## src/rtl/six_sum_fifo_if.sv

```systemverilog
// Handshake bundle between the 6-bit adder, the result buffer and its consumer.
//   sclr                      synchronous flush request
//   in_valid/in_ready         producer handshake carrying in_sum/in_carry
//   out_valid/out_ready       consumer handshake carrying out_sum/out_carry
//   count, carry_count        buffer occupancy and saturating carry tally
// The buffer connects through the slave modport; stimulus/consumers use master.
interface six_sum_fifo_if #(
    parameter int WIDTH = 6,
    parameter int DEPTH = 4,
    parameter int CW    = 8
);
    logic                     sclr;
    logic                     in_valid;
    logic                     in_ready;
    logic [WIDTH-1:0]         in_sum;
    logic                     in_carry;
    logic                     out_valid;
    logic                     out_ready;
    logic [WIDTH-1:0]         out_sum;
    logic                     out_carry;
    logic [$clog2(DEPTH):0]   count;
    logic [CW-1:0]            carry_count;

    modport master (
        output sclr, in_valid, in_sum, in_carry, out_ready,
        input  in_ready, out_valid, out_sum, out_carry, count, carry_count
    );

    modport slave (
        input  sclr, in_valid, in_sum, in_carry, out_ready,
        output in_ready, out_valid, out_sum, out_carry, count, carry_count
    );
endinterface

```

## src/rtl/six_sum_fifo.sv

```systemverilog
// Result buffer behind the 6-bit ripple adder. Stores {carry, sum} pairs in
// arrival order for a slower consumer and keeps a saturating tally of accepted
// results whose carry-out was set.
//   clk   rising-edge clock
//   rst   asynchronous active-high reset; discards all held entries
//   bus   six_sum_fifo_if.slave: sclr, input/output handshakes, count, carry_count
module six_sum_fifo #(
    parameter int WIDTH = 6,
    parameter int DEPTH = 4,
    parameter int CW    = 8
) (
    input  logic          clk,
    input  logic          rst,
    six_sum_fifo_if.slave bus
);
    localparam int             AW   = $clog2(DEPTH);
    localparam logic [AW:0]    FULL = (AW+1)'(DEPTH);

    logic [WIDTH:0]  mem [DEPTH];
    logic [AW-1:0]   wr_ptr;
    logic [AW-1:0]   rd_ptr;
    logic [AW:0]     count_q;
    logic [CW-1:0]   carry_q;
    logic [WIDTH:0]  head;
    logic            push;
    logic            pop;

    // Full blocks pushes even if the head is leaving this cycle.
    assign bus.in_ready  = (count_q != FULL);
    assign bus.out_valid = (count_q != '0);
    assign push          = bus.in_valid & bus.in_ready;
    assign pop           = bus.out_valid & bus.out_ready;

    assign head          = mem[rd_ptr];
    assign bus.out_sum   = bus.out_valid ? head[WIDTH-1:0] : '0;
    assign bus.out_carry = bus.out_valid ? head[WIDTH]     : 1'b0;
    assign bus.count       = count_q;
    assign bus.carry_count = carry_q;

    // Storage carries no reset; only the pointers and count define validity.
    always_ff @(posedge clk) begin
        if (push && !bus.sclr) begin
            mem[wr_ptr] <= {bus.in_carry, bus.in_sum};
        end
    end

    always_ff @(posedge clk or posedge rst) begin
        if (rst) begin
            wr_ptr  <= '0;
            rd_ptr  <= '0;
            count_q <= '0;
            carry_q <= '0;
        end else if (bus.sclr) begin
            // Flush wins over any push/pop; the tally is kept.
            wr_ptr  <= '0;
            rd_ptr  <= '0;
            count_q <= '0;
        end else begin
            if (push) begin
                wr_ptr <= wr_ptr + AW'(1);
                if (bus.in_carry && (carry_q != '1)) begin
                    carry_q <= carry_q + CW'(1);
                end
            end
            if (pop) begin
                rd_ptr <= rd_ptr + AW'(1);
            end
            if (push && !pop) begin
                count_q <= count_q + (AW+1)'(1);
            end else if (pop && !push) begin
                count_q <= count_q - (AW+1)'(1);
            end
        end
    end
endmodule

```

## src/flat_wrapper.sv

```systemverilog
// flat-port wrapper written by rule: the top's interface ports become plain ports
module six_sum_fifo_flat 
#(
    parameter int WIDTH = 6,
    parameter int DEPTH = 4,
    parameter int CW    = 8
)
  (clk, rst, bus_sclr, bus_in_valid, bus_in_sum, bus_in_carry, bus_out_ready, bus_in_ready, bus_out_valid, bus_out_sum, bus_out_carry, bus_count, bus_carry_count);
  six_sum_fifo_if #(.WIDTH(WIDTH), .DEPTH(DEPTH), .CW(CW)) bus_i ();
  input  logic clk;
  input  logic rst;
  input wire logic [$bits(bus_i.sclr)-1:0] bus_sclr;
  input wire logic [$bits(bus_i.in_valid)-1:0] bus_in_valid;
  input wire logic [$bits(bus_i.in_sum)-1:0] bus_in_sum;
  input wire logic [$bits(bus_i.in_carry)-1:0] bus_in_carry;
  input wire logic [$bits(bus_i.out_ready)-1:0] bus_out_ready;
  output wire logic [$bits(bus_i.in_ready)-1:0] bus_in_ready;
  output wire logic [$bits(bus_i.out_valid)-1:0] bus_out_valid;
  output wire logic [$bits(bus_i.out_sum)-1:0] bus_out_sum;
  output wire logic [$bits(bus_i.out_carry)-1:0] bus_out_carry;
  output wire logic [$bits(bus_i.count)-1:0] bus_count;
  output wire logic [$bits(bus_i.carry_count)-1:0] bus_carry_count;
  assign bus_i.sclr = bus_sclr;
  assign bus_i.in_valid = bus_in_valid;
  assign bus_i.in_sum = bus_in_sum;
  assign bus_i.in_carry = bus_in_carry;
  assign bus_i.out_ready = bus_out_ready;
  assign bus_in_ready = bus_i.in_ready;
  assign bus_out_valid = bus_i.out_valid;
  assign bus_out_sum = bus_i.out_sum;
  assign bus_out_carry = bus_i.out_carry;
  assign bus_count = bus_i.count;
  assign bus_carry_count = bus_i.carry_count;
  six_sum_fifo #(.WIDTH(WIDTH), .DEPTH(DEPTH), .CW(CW)) u_core (.clk(clk), .rst(rst), .bus(bus_i));
endmodule
```

## config.mk

```make
export PLATFORM = sky130hd
export DESIGN_NAME = six_sum_fifo_flat
export DESIGN_NICKNAME = d
export VERILOG_FILES = /design/src/rtl/six_sum_fifo_if.sv /design/src/rtl/six_sum_fifo.sv /design/src/flat_wrapper.sv
export SDC_FILE = /design/constraint.sdc
export NUM_CORES = 1
export LEC_CHECK = 0
export ABC_AREA = 1
export BUFFER_PORTS_ARGS = -buffer_cell sky130_fd_sc_hd__buf_2
export CAP_MARGIN = 10
export CORE_MARGIN = 2
export CORE_UTILIZATION = 50
export DETAILED_ROUTE_END_ITERATION = 8
export PLACE_DENSITY_LB_ADDON = 0.1
export REMOVE_ABC_BUFFERS = 1
export SLEW_MARGIN = 20
export SYNTH_ARGS = -nofsm -noshare
export SYNTH_HDL_FRONTEND = slang
export SYNTH_SLANG_ARGS = --single-unit
```

## constraint.sdc

```tcl
create_clock -name clk -period 2 [get_ports clk]
set_input_delay 0.3 -clock clk [delete_from_list [all_inputs] [get_ports clk]]
set_output_delay 0.3 -clock clk [all_outputs]
set_load 0.01 [all_outputs]
```

==> impl_metrics.yaml <==
outcome:
  status: "complete, no violations"
grt:
  grt_max_degree: 16
  grt_use_met3: 0.04545
  grt_util_met1: 0.2161
  grt_overflow: 0
  antenna_found_initial: 0
  grt_pass1_vias: 1382
  top_usage_layer: "met2"
  gr-usage-met2: 0.3185
  grt_usage: 0.1828
  grt_pass1_wl_um: 6134
clock_network:
  postCtsResizedCells: 0
  cts_tree: "done"
  insertion_delay_ps: 290
  cts_buffers: 5
  clk_pin_slew_ps: 80
  cts_buffer_depth: 2
  h-tree-depth: 2
  clkSinkCount: 43
  cts-root-buf: "clkbuf_8"
  cts_hold_buf: 0
  post_cts_buffers: 0
synth:
  yosysWarningCount: 0
  ys_types: 26
  synth_top_area_share: 0.3993
  synth_top_cell_by_area: "edfxtp_1"
  synth-seq-cells: 43
  syn-cell-area_mm2: 0.002106
  yosysSeqAreaShare: 0.5775
  synth.area.top_cells: "edfxtp_1 (40%), dfrtp_1 (18%), nand2_1 (8.0%)"
  syn_area_per_cell_um2: 9.659
  syn_inst: 218
final_layout:
  nets: 277
  multi_input_area_um2: 769.5
  fin_area_mm2: 0.002469
  nFillCells: 360
  drive_above_1_share: 0.2615
  num_antenna_cells: 0
  area_delta_synth_final_pct: 17.23
  regArea_mm2: 0.001217
  fin_util: 0.6127
power_and_ir_drop:
  p_leak_nw: 1.164
  ir_drop_mv: 0.7344
  powerDensity_mw_per_mm2: 1171
sta:
  period_share: 0.9098
  setup-tns-final_ps: 0
  grt_setup_unrepaired: "no"
  setup_viol: 0
  drv_slew: 0
  skew_ps: 2.815
  worst_pin_slew_ps: 601.2
  layout_min_cycle_time_ps: 1820
  hold_viol_final: 0
  slew_headroom: 0.5987
  timing.fmax_mhz: 549.6
die:
  core_mm2: 0.004029
  start_util: 0.5227
  die_height_um: 68.90
  die_area_mm2: 0.004747
  io_pins: 32
  die_w_um: 68.90
  fp-row-count: 23
setup_path:
  critPathRequiredTime_ps: 1700
  worstPathMaxFanout: 11
  critical_path_class: "flop to output pin"
  crit_path_start: "u_core.rd_ptr[0]"
  r2r_start: "u_core.bus.count[0]"
  cp-start-kind: "flop"
  cp-end-kind: "output pin"
  crit_arrival_ps: 1520
placed_design:
  portBuffers: 31
  gp_congestion: 0.7679
  place_hpwl_um: 2736
  placed_area_mm2: 0.002350
routing:
  dr_total_vias: 1505
  firstDrtPassIters: 4
  viasPerCell: 4.855
  drcViolationCount: 0
  finalWirelength_um: 3835
  wire_per_inst_um: 12.37
  dr.first_iter.drc_count: 99
  ant_nets: 0
run:
  cap_violations: 0
min_path:
  hp-class: "input pin to asynchronous set/reset pin"
[report_power, final]
group	internal, mW	switching [mW]	total, mW
Combinational	0.380	0.609	0.989
Clock	0.404	0.290	0.694
Sequential	1.07	0.134	1.21
[sequential cells by signal, indices dropped and copies added, names as in the netlist]
| register | cells |
|---|---|
| u_core.mem | 28 |
| u_core.bus.carry_count | 8 |
| u_core.bus.count | 3 |
| u_core.rd_ptr | 2 |
| u_core.wr_ptr | 2 |
[Yosys cell counts]
master     n
nand2_1   45
nor2_1    41
edfxtp_1  28
inv_1     18
dfrtp_1   15
o21ai_0   14
a21oi_1    9
inv_2      6
nand2_2    6
ha_1       5
nand3_1    5
nand2_4    4
o21ai_1    4
buf_2      3
xor2_1     3
xnor2_1    2
a21boi_0   1
buf_6      1
clkinv_1   1
fa_1       1
nand3_4    1
nand4_1    1
nor2_2     1
nor2_4     1
nor2_8     1
o21ai_2    1
[per-stage QoR]
step | cells | power, mW | hold WS [ps] | worst slack, ps
5_1_grt | 310 | 3.098 | 123.9 | 14.39
3_3_place_gp | 302 | 2.215 | 396.9 | 247.9
4_1_cts | 310 | 2.935 | 66.85 | 157.2
3_5_place_dp | 302 | 2.232 | 391.6 | 182.4
2_1_floorplan | 214 | 1.867 | 201.5 | 218.3
6_report | 310 | 2.890 | 59.36 | 180.5
[critical path, stage by stage, from the launching register on]
cell	delay [ps]
dfrtp_1	460
buf_4	230
nor2_1	60
nor2_1	70
o21ai_0	80
a21oi_1	160
buf_2	150
[routing by layer]
metal  wire length (µm)  vias up  part of all wire
met4                 61        0             0.016
met2               1854       28              0.48
met3                160        5             0.042
met1               1760      693              0.46
li1                   -      779                 -
met5                  0        -                 0
[worst paths after layout]
check | end | slack, ps | cells past startpoint
worst max-delay path | bus_out_sum[4] | 180 | 6
worst min-delay path | u_core.rd_ptr[0] | 60 | 2
worst max register to register | u_core.bus.count[2] | 220 | 10
worst min register to register | u_core.bus.carry_count[1] | 550 | 2
max in group asynchronous | u_core.bus.count[2] | 1520 | 2
min in group clk | u_core.mem[0][2] | 210 | 1
[cells in the final DEF, fill, tap and decap left out]
master / instances
clkinv_2: 1
nand3_4: 1
clkbuf_8: 6
nand4_1: 1
xnor2_1: 2
inv_1: 18
a21boi_0: 1
o21ai_1: 4
nand3_1: 5
o21ai_0: 14
nor2_2: 1
bufinv_16: 1
edfxtp_1: 28
nor2_4: 1
fa_1: 1
inv_2: 6
nor2_1: 41
o21ai_2: 1
nand2_1: 45
a21oi_1: 9
dfrtp_2: 1
dfrtp_1: 14
buf_4: 7
nand2_2: 6
nor2_8: 1
ha_1: 5
xor2_1: 3
nand2_4: 4
buf_2: 31
clkinv_1: 1
[final cells by class]
type	count	share of cell area
inverter	25	0.03801
sequential	43	0.4932
timing repair buffer	38	0.08414
clock inverter	2	0.01419
multi-input combinational	146	0.3117
tap	50	0.02534
clock buffer	6	0.03345
[kinds of logic (layout without fill, tap and decap cells)]
| logic type | after synthesis | count (layout) | share of synthesized area |
|---|---|---|---|
| simple gates | 106 | 106 | 0.2335 |
| buf+inv | 29 | 71 | 0.05703 |
| compound gates | 29 | 29 | 0.07190 |
| xor+xnor | 5 | 5 | 0.02080 |
| flops | 43 | 43 | 0.5775 |
| fa+ha+maj | 6 | 6 | 0.03922 |
(Power assumes the default switching activity.)
